File: src/rtl/serial_arith_pkg.sv
// Shared types and helpers for the serial (slice-at-a-time) arithmetic blocks.
// Holds the controller state encoding and the step-counter width helper.
package serial_arith_pkg;

    // Controller states of the serial adder.
    typedef enum logic [1:0] {
        IDLE = 2'd0,
        RUN  = 2'd1,
        DONE = 2'd2
    } serial_state_t;

    // Width of a counter that must hold the values 0 .. steps-1.
    // A single-step configuration still needs a 1-bit counter.
    function automatic int step_cnt_w(input int steps);
        return (steps <= 1) ? 1 : $clog2(steps);
    endfunction

endpackage : serial_arith_pkg

File: src/rtl/adder_slice.sv
// Combinational N-bit ripple adder built from chained full-adder equations.
// Besides the sum and carry-out it exposes the carry into its MSB, which the
// parent uses to derive two's-complement overflow on the last slice.
module adder_slice #(
    parameter int N = 1
) (
    input  logic [N-1:0] a_i,
    input  logic [N-1:0] b_i,
    input  logic         c_i,
    output logic [N-1:0] sum_o,
    output logic         cout_o,
    output logic         c_msb_o
);

    // Internal carry chain: c[i] is the carry into bit i, c[N] the carry out.
    logic [N:0] c;

    // Ripple the carry through N full adders, LSB first.
    always_comb begin
        c     = '0;
        sum_o = '0;
        c[0]  = c_i;
        for (int i = 0; i < N; i++) begin
            sum_o[i] = a_i[i] ^ b_i[i] ^ c[i];
            c[i+1]   = (a_i[i] & b_i[i]) | (c[i] & (a_i[i] ^ b_i[i]));
        end
    end

    assign cout_o  = c[N];
    assign c_msb_o = c[N-1];

endmodule : adder_slice

File: src/rtl/serial_adder.sv
// Multi-cycle adder/subtractor: adds two WIDTH-bit operands BITS_PER_CYCLE
// bits at a time, LSB first, with a registered carry between slices.
// Optional feature macro: SERIAL_ADDER_OVF_EN adds a signed-overflow output.
//
// Handshake semantics (both ports): a transfer happens on a rising clk edge
// where valid and ready are both high. in_ready is high only in IDLE (and low
// while rst_n is low); out_valid is high only in DONE, and sum/cout (and ovf)
// stay stable from the first out_valid cycle until the transfer completes.
// in_valid/out_ready are ignored in states that do not use them.
module serial_adder
    import serial_arith_pkg::*;
#(
    parameter int WIDTH          = 8,
    parameter int BITS_PER_CYCLE = 1
) (
    input  logic               clk,
    input  logic               rst_n,
    input  logic               in_valid,
    output logic               in_ready,
    input  logic [WIDTH-1:0]   a,
    input  logic [WIDTH-1:0]   b,
    input  logic               cin,
    input  logic               sub,
    output logic               out_valid,
    input  logic               out_ready,
    output logic [WIDTH-1:0]   sum,
    output logic               cout,
    output logic               busy,
`ifdef SERIAL_ADDER_OVF_EN
    output logic               ovf,
`endif
    output serial_state_t      dbg_state
);

    localparam int STEPS  = WIDTH / BITS_PER_CYCLE;
    localparam int STEP_W = step_cnt_w(STEPS);
    localparam logic [STEP_W-1:0] LAST_STEP = STEP_W'(STEPS - 1);

    // Reject configurations where the slices do not tile the operand exactly.
    if (WIDTH < 1 || BITS_PER_CYCLE < 1 || (WIDTH % BITS_PER_CYCLE) != 0) begin : g_bad_params
        $error("serial_adder: BITS_PER_CYCLE (%0d) must divide WIDTH (%0d), both >= 1",
               BITS_PER_CYCLE, WIDTH);
    end

    // Controller state.
    serial_state_t state_q, state_d;

    // Operand shifters: the low slice of each is consumed every RUN cycle.
    logic [WIDTH-1:0]  a_sh_q, a_sh_d;
    logic [WIDTH-1:0]  b_sh_q, b_sh_d;
    // Carry chained between slices.
    logic              carry_q, carry_d;
    // Index of the slice being processed.
    logic [STEP_W-1:0] step_q, step_d;
    // Partial result, filled from the MSB end as slices complete.
    logic [WIDTH-1:0]  res_sh_q, res_sh_d;
    // Visible result, updated only when the last slice completes.
    logic [WIDTH-1:0]  sum_q, sum_d;
    logic              cout_q, cout_d;
`ifdef SERIAL_ADDER_OVF_EN
    logic              ovf_q, ovf_d;
`endif

    // Slice adder signals.
    logic [BITS_PER_CYCLE-1:0] slice_sum;
    logic                      slice_cout;
    logic                      slice_c_msb;
    logic [WIDTH-1:0]          slice_ext;
    logic [WIDTH-1:0]          res_next;
    logic                      accept;

    adder_slice #(
        .N (BITS_PER_CYCLE)
    ) u_slice (
        .a_i     (a_sh_q[BITS_PER_CYCLE-1:0]),
        .b_i     (b_sh_q[BITS_PER_CYCLE-1:0]),
        .c_i     (carry_q),
        .sum_o   (slice_sum),
        .cout_o  (slice_cout),
        .c_msb_o (slice_c_msb)
    );

`ifndef SERIAL_ADDER_OVF_EN
    // The MSB carry only matters for overflow detection.
    logic unused_c_msb;
    assign unused_c_msb = slice_c_msb;
`endif

    // The new slice enters at the top; earlier slices move down one slot.
    // After STEPS shifts the first slice has reached bit 0.
    assign slice_ext = WIDTH'(slice_sum);
    assign res_next  = (res_sh_q >> BITS_PER_CYCLE) | (slice_ext << (WIDTH - BITS_PER_CYCLE));

    // in_ready is forced low while reset is asserted even though state is IDLE.
    assign in_ready  = rst_n && (state_q == IDLE);
    assign accept    = in_valid && in_ready;
    assign out_valid = (state_q == DONE);
    assign busy      = (state_q != IDLE);
    assign sum       = sum_q;
    assign cout      = cout_q;
    assign dbg_state = state_q;
`ifdef SERIAL_ADDER_OVF_EN
    assign ovf       = ovf_q;
`endif

    // State register with asynchronous abort to IDLE.
    always_ff @(posedge clk or negedge rst_n) begin
        if (!rst_n) begin
            state_q <= IDLE;
        end else begin
            state_q <= state_d;
        end
    end

    // Next-state logic.
    always_comb begin
        state_d = state_q;
        case (state_q)
            IDLE: if (accept)               state_d = RUN;
            RUN:  if (step_q == LAST_STEP)  state_d = DONE;
            DONE: if (out_ready)            state_d = IDLE;
            default:                        state_d = IDLE;
        endcase
    end

    // Datapath next values: load on accept, shift/add in RUN, publish at the end.
    always_comb begin
        a_sh_d   = a_sh_q;
        b_sh_d   = b_sh_q;
        carry_d  = carry_q;
        step_d   = step_q;
        res_sh_d = res_sh_q;
        sum_d    = sum_q;
        cout_d   = cout_q;
`ifdef SERIAL_ADDER_OVF_EN
        ovf_d    = ovf_q;
`endif
        case (state_q)
            IDLE: begin
                if (accept) begin
                    // Subtraction is a + ~b + 1; cin is ignored in that mode.
                    a_sh_d  = a;
                    b_sh_d  = sub ? ~b : b;
                    carry_d = sub ? 1'b1 : cin;
                    step_d  = '0;
                end
            end
            RUN: begin
                a_sh_d   = a_sh_q >> BITS_PER_CYCLE;
                b_sh_d   = b_sh_q >> BITS_PER_CYCLE;
                carry_d  = slice_cout;
                step_d   = step_q + STEP_W'(1);
                res_sh_d = res_next;
                if (step_q == LAST_STEP) begin
                    step_d = '0;
                    sum_d  = res_next;
                    cout_d = slice_cout;
`ifdef SERIAL_ADDER_OVF_EN
                    // Signed overflow: carry into MSB differs from carry out.
                    ovf_d  = slice_c_msb ^ slice_cout;
`endif
                end
            end
            default: ;
        endcase
    end

    // Datapath registers; reset clears everything so an aborted run leaves no trace.
    always_ff @(posedge clk or negedge rst_n) begin
        if (!rst_n) begin
            a_sh_q   <= '0;
            b_sh_q   <= '0;
            carry_q  <= 1'b0;
            step_q   <= '0;
            res_sh_q <= '0;
            sum_q    <= '0;
            cout_q   <= 1'b0;
`ifdef SERIAL_ADDER_OVF_EN
            ovf_q    <= 1'b0;
`endif
        end else begin
            a_sh_q   <= a_sh_d;
            b_sh_q   <= b_sh_d;
            carry_q  <= carry_d;
            step_q   <= step_d;
            res_sh_q <= res_sh_d;
            sum_q    <= sum_d;
            cout_q   <= cout_d;
`ifdef SERIAL_ADDER_OVF_EN
            ovf_q    <= ovf_d;
`endif
        end
    end

endmodule : serial_adder

File: config.mk
export PLATFORM = sky130hd
export DESIGN_NAME = serial_adder
export DESIGN_NICKNAME = d
export VERILOG_FILES = /design/src/rtl/serial_arith_pkg.sv /design/src/rtl/adder_slice.sv /design/src/rtl/serial_adder.sv
export SDC_FILE = /design/constraint.sdc
export NUM_CORES = 1
export LEC_CHECK = 0
export CAP_MARGIN = 20
export CORE_ASPECT_RATIO = 0.7
export CORE_MARGIN = 3
export CORE_UTILIZATION = 34
export CTS_CLUSTER_DIAMETER = 60
export DETAILED_ROUTE_END_ITERATION = 10
export PLACE_DENSITY_LB_ADDON = 0.25
export SKIP_LAST_GASP = 1
export SLEW_MARGIN = 5
export SYNTH_ARGS = -nofsm -noshare
export SYNTH_HDL_FRONTEND = slang
export SYNTH_SLANG_ARGS = --single-unit
File: constraint.sdc
create_clock -name clk -period 4.1 [get_ports clk]
set_input_delay 0.82 -clock clk [delete_from_list [all_inputs] [get_ports clk]]
set_output_delay 0.82 -clock clk [all_outputs]
set_load 0.05 [all_outputs]
== Word-level counts from Yosys, hierarchy flattened ==
Index checks and enable logic that the tools add are counted.
Word-level totals
  register bits: 39
  input port bits: 22
  output and inout port bits: 14
  word-level logic and storage cells: 45
Cells by class
  $add $sub $neg: 1
  equality and inequality tests: 6
  multiplexer cells: 15
  bitwise gates (word level): 7
  reductions and logical operators: 8
Operators by type and width (number)
  $pmux 8 s2: 2
  $mux 8: 3
  $not 8->8: 1
  $or 7x8->8: 1
  $mux 2: 3
  $mux 3: 2
  $pmux 2 s3: 1
  $pmux 3 s2: 1
  $ne 2x2->1 const B: 2
  $reduce_and 2->1: 2
  $reduce_bool 2->1: 2
  $add 3x1->3 const B: 1
  $eq 3x3->1 const B: 1
  $reduce_and 3->1: 1
  $and 1x1->1: 2
  $eq 2x1->1 const B: 1
  $eq 2x2->1 const B: 1
  $logic_and 1x1->1: 2
  $logic_not 2->1: 1
  $mux 1: 2
  $ne 2x1->1 const B: 1
  $pmux 1 s2: 1
  $xor 1x1->1: 2
  $or 1x1->1: 1

== Depth between registers and ports, before layout ==
  depth after elaboration: 5
  gate-level depth with buffers: 5
  depth with buffers taken out: 4

== Modules after synthesis ==
From an unflattened synthesis, not the netlist that was laid out.
Second synthesis, totals
  cells, all modules: 169
  area, all modules: 1765.4 um^2
Modules (own cells, without submodules)
  serial_adder: times used 1, cells each 167, area an instance 1737.9 um^2, seq. area each 950.9 um^2
  adder_slice: times used 1, cells each 2, area an instance 27.5 um^2, seq. area each 0.0 um^2

== Worst setup path after synthesis ==
No wires, ideal clock.
  path type: reg2out
  from: register state_q[1], in the netlist dbg_state[1]
  to: output in_ready
  arrival: 1.781 ns
  path slack: 1.499 ns
  cell stages (with the launch flop): 3
  cells stage by stage: dfrtp_1 or2_2 nor2_1
On the way
  word-level cells in the longest chain between the ends: 2
RTL lines
  from (decl): RTL line serial_adder.sv:46  | serial_state_t state_q, state_d;
  from (signal assigned): RTL line serial_adder.sv:111  | state_q <= state_d;
  $logic_not 2->1: RTL line serial_adder.sv:95  | assign in_ready = rst_n && (state_q == IDLE);
  $logic_and 1x1->1: RTL line serial_adder.sv:95
  to (decl): RTL line serial_adder.sv:19  | output logic in_ready,
Every way passes these cells.

== Worst setup path in the final report ==
  from: register state_q[0], in the netlist dbg_state[0]
  to: output in_ready
The elaborated chain is that of the path after synthesis.

==> summary.md <==
| Metric | Value |
|---|---|
| First-pass GRT wire length | `5.73 mm` |
| Combinational cell fraction of total power | `46.3%` |
| Mapped Area | `0.00176 mm2` |
| Adder-cell share of the synthesized area | `2.55%` |
| Clock Path Buffers | `2` |
| Launching point of the worst reg2reg path | `dbg_state[1]$_DFFE_PN0P_` |
| Grt ovf | `0` |
| Number of slew-limit violations in the final report | `0` |
| Capture point of the worst path | `in_ready` |
| Layout fillers | `504` |
| Synth warn | `0` |
| Total power draw | `1.67 mW` |
| Fraction of the cycle the final worst path needs | `66.9%` |
| Slew at the pin closest to its max-slew limit | `986 ps` |
| Mean cell area of the mapped netlist | `10.5 um2` |
| Sequential element share of the synthesized area | `53.9%` |
| Cell with the largest stage delay on the worst path | `sky130_fd_sc_hd__clkdlybuf4s50_1` |
| Number of antenna violations at the first check in global routing | `0` |
| Post-detailed-route via-to-cell ratio | `4.47` |
| Result of the run | `completed` |
| Worst hold slack | `476 ps` |
| Pin count of the biggest net entering global routing | `41` |
| Clock latency of the later-clocked register in the worst-skew pair | `290 ps` |
| Buf+Inv Stages, Crit Path | `1` |
| Clock network fraction of design power | `15.7%` |
| Number of maximum-capacitance constraint violations | `0` |
| Net total in the final layout | `around 230` |
| H-tree lvl count | `2` |
| Commonest cells after routing, fill and taps aside | `48 x sky130_fd_sc_hd__nand2_1, 38 x sky130_fd_sc_hd__dfrtp_1, 34 x sky130_fd_sc_hd__clkdlybuf4s50_1` |
| Slack of the worst reg-to-reg path | `2450 ps` |
| Type of the worst setup path | `register to primary output` |
| Leakage power | `1.03 nW` |
| Synth Area in Simple Gates | `about 23%` |
| DRC violation count after routing | `0` |
| Final setup viols | `0` |
| CTS tree | `done` |
| Data arrival at the endpoint of the critical path | `1920 ps` |
| Total vias in the final route | `1215` |
| RR Endpoint | `b_sh_q[4]$_DFFE_PN0P_` |
| Initial DRC count | `34` |
| Total net switching power | `697 uW` |
| Net count after synthesis | `193` |
| Layout cells sized above 1 | `11.8%` |
| Crit-path cells | `or2_2 > nor2_1 > clkdlybuf4s50_1` |
| Core Area | `0.00489 mm2` |
| Setup TNS after final layout | `0 ps` |
| Post-layout instance area | `between 0.002 and 0.0025 mm2` |
| Most frequent standard cell in the layout excluding fill and tap cells | `sky130_fd_sc_hd__nand2_1` |
| Clock Tree Root | `sky130_fd_sc_hd__clkbuf_8` |
| Relative area change from synthesis to final layout | `26.7%` |
| Class of the tightest hold or removal check | `register to register` |
| Vias in the first global route | `1200` |
| Die height | `66.3 um` |
| Peak fanout along the critical path | `7` |
| Post-cts hold buffer count | `0` |
| Part of the power in registers | `37.9%` |
| Boundary Pins | `36` |
| Input/output buffers | `35` |
| CP startpoint | `dbg_state[0]$_DFFE_PN0P_` |
| Mux share of post-synthesis cell area | `around 7.7%` |
| Achievable Freq | `365 MHz` |
| Drt pass-1 iters | `4` |
| Dominant combinational cell family by area after synthesis | `simple AND/OR/NAND/NOR gates` |
| Width of the die | `92.1 um` |
| Unrepaired setup endpoints after global routing | `no` |
| Die Area | `0.00610 mm2` |
| Critical Path End Type | `primary output` |
| CTS clk-pin slew, worst paths | `70 ps` |
| Clock buffer count from CTS | `5` |
| Instance area at placement | `0.00214 mm2` |
| Headroom to the max-slew limit | `around 34%` |
| Data required time at the worst endpoint | `3280 ps` |
| Post-cts repair resize count | `0` |
| Initial core utilization | `36.1%` |
| Final GP Congestion | `0.708` |
| Clock Skews | `roughly 7 ps` |
| Maximum vdd drop | `around 0.29 mV` |
| Family of cells with the greatest summed delay on the critical path | `buffers and inverters` |
| Largest stage delay on the critical path | `roughly 800 ps` |
| Standard-cell rows | `21` |
| Complex-gate fraction of the synthesized area | `approximately 4.7%` |
| Cell count after synthesis | `roughly 170` |
| Detailed-route wire length per cell | `roughly 12 um` |
| Count of cell types in the netlist | `25` |
| Num Clock Sinks | `38` |
| Power density over the cells | `749 mW/mm2` |
| Switching part of the total power | `41.6%` |
| Internal Pwr Total | `977 uW` |
| Final hold viol count | `0` |
| Parity-gate share of the synthesized area counting xor and xnor cells | `3.97%` |
| Path depth of the worst reg2reg path | `3` |
| Total Wirelength | `roughly 3.3 mm` |
| Critical path startpoint category | `register` |
| Tmin final | `2740 ps` |
| Post-detailed-placement half-perimeter wirelength | `2.20 mm` |
| Post-synthesis sequential element count | `38` |
| Aggregate global-route resource usage | `approximately an eighth` |
| WP depth | `3` |
| Buffer count from post-CTS setup fixing | `0` |
| ANT cells | `0` |
| Final antenna-violating net count | `0` |
[metal layers]
layer	global-route usage, %	vias to the layer above	share of wire (%)
met3	3.41	6	3.4
met1	16.5	567	51
li1	-	626	-
met5	0	-	0
met2	17.4	16	42
met4	8.33	0	3.1
[cells in the mapped netlist, drive strengths merged]
cell type   n  share of area (%)
clkbuf      1               0.28
nand2      49                 11
dfrtp      38                 54
nor3        3               0.85
o211ai      7                3.0
nand4bb     1               0.64
nor2b       1               0.50
nand2b      2               0.71
a211oi      1               0.43
o21ai       2               0.57
and4bb      1               0.71
nor2        3               0.64
inv         2               0.43
ha          2                1.4
a21oi       1               0.28
nand3      24                6.8
mux2        9                7.7
buf        10                4.0
or2         1               0.35
o31ai       1               0.43
xnor2       8                4.0
fa          1                1.1
[final cells by class]
class	instances	area (um2)	area share (%)
clock buffers	7	86.3	3.86
clock inverters	1	5.00	0.224
inverters	2	7.51	0.336
multi-input cells	117	731	32.7
flip-flops and latches	38	951	42.6
well taps	69	86.3	3.86
repair buffers	38	368	16.5
[stage by stage]
stage | cells | utilization [%] | setup WS [ps]
after floorplan | 168 | - | 1500
after global placement | 264 | 43.9 | 1440
after detailed placement | 264 | 43.9 | 1440
after CTS | 272 | 45.7 | 1340
after global routing | 272 | 45.7 | 1270
final | 272 | 45.7 | 1360
[worst min-delay path: cells and delay by family (launching register included)]
kind | cells | cell delay (ps)
DFF | 1 | 340
and+or+nand+nor | 2 | 100
[registers in the layout, indices dropped and copies added, names as in the netlist]
| register | count |
|---|---|
| cout | 1 |
| dbg_state | 2 |
| step_q | 3 |
| b_sh_q | 8 |
| res_sh_q | 7 |
| carry_q | 1 |
| sum | 8 |
| a_sh_q | 8 |
[power by group through the flow]
stage	clock [mW]	combinational [mW]	sequential (mW)
finish	0.264	0.776	0.635
global route	0.293	0.844	0.660
CTS	0.272	0.789	0.636
detailed placement	0	0.788	0.642
global placement	0	0.780	0.641
floorplan	0	0.448	0.779
[worst min-delay path by stage]
stage | startpoint | depth (start not counted) | end
6_report | a_sh_q[4]$_DFFE_PN0P_ | 2 | a_sh_q[3]$_DFFE_PN0P_
5_1_grt | a_sh_q[4]$_DFFE_PN0P_ | 2 | a_sh_q[3]$_DFFE_PN0P_
4_1_cts | a_sh_q[4]$_DFFE_PN0P_ | 2 | a_sh_q[3]$_DFFE_PN0P_
3_3_place_gp | a_sh_q[7]$_DFFE_PN0P_ | 2 | a_sh_q[6]$_DFFE_PN0P_
2_1_floorplan | res_sh_q[1]$_DFFE_PN0P_ | 2 | res_sh_q[1]$_DFFE_PN0P_
3_5_place_dp | a_sh_q[4]$_DFFE_PN0P_ | 2 | a_sh_q[3]$_DFFE_PN0P_
[kinds of logic after synthesis]
| logic type | count (synthesis) |
|---|---|
| xor+xnor | 8 |
| mux | 9 |
| flops | 38 |
| fa+ha+maj | 3 |
| simple gates | 85 |
| compound gates | 12 |
| buf+inv | 13 |
(Power assumes the default switching activity.)
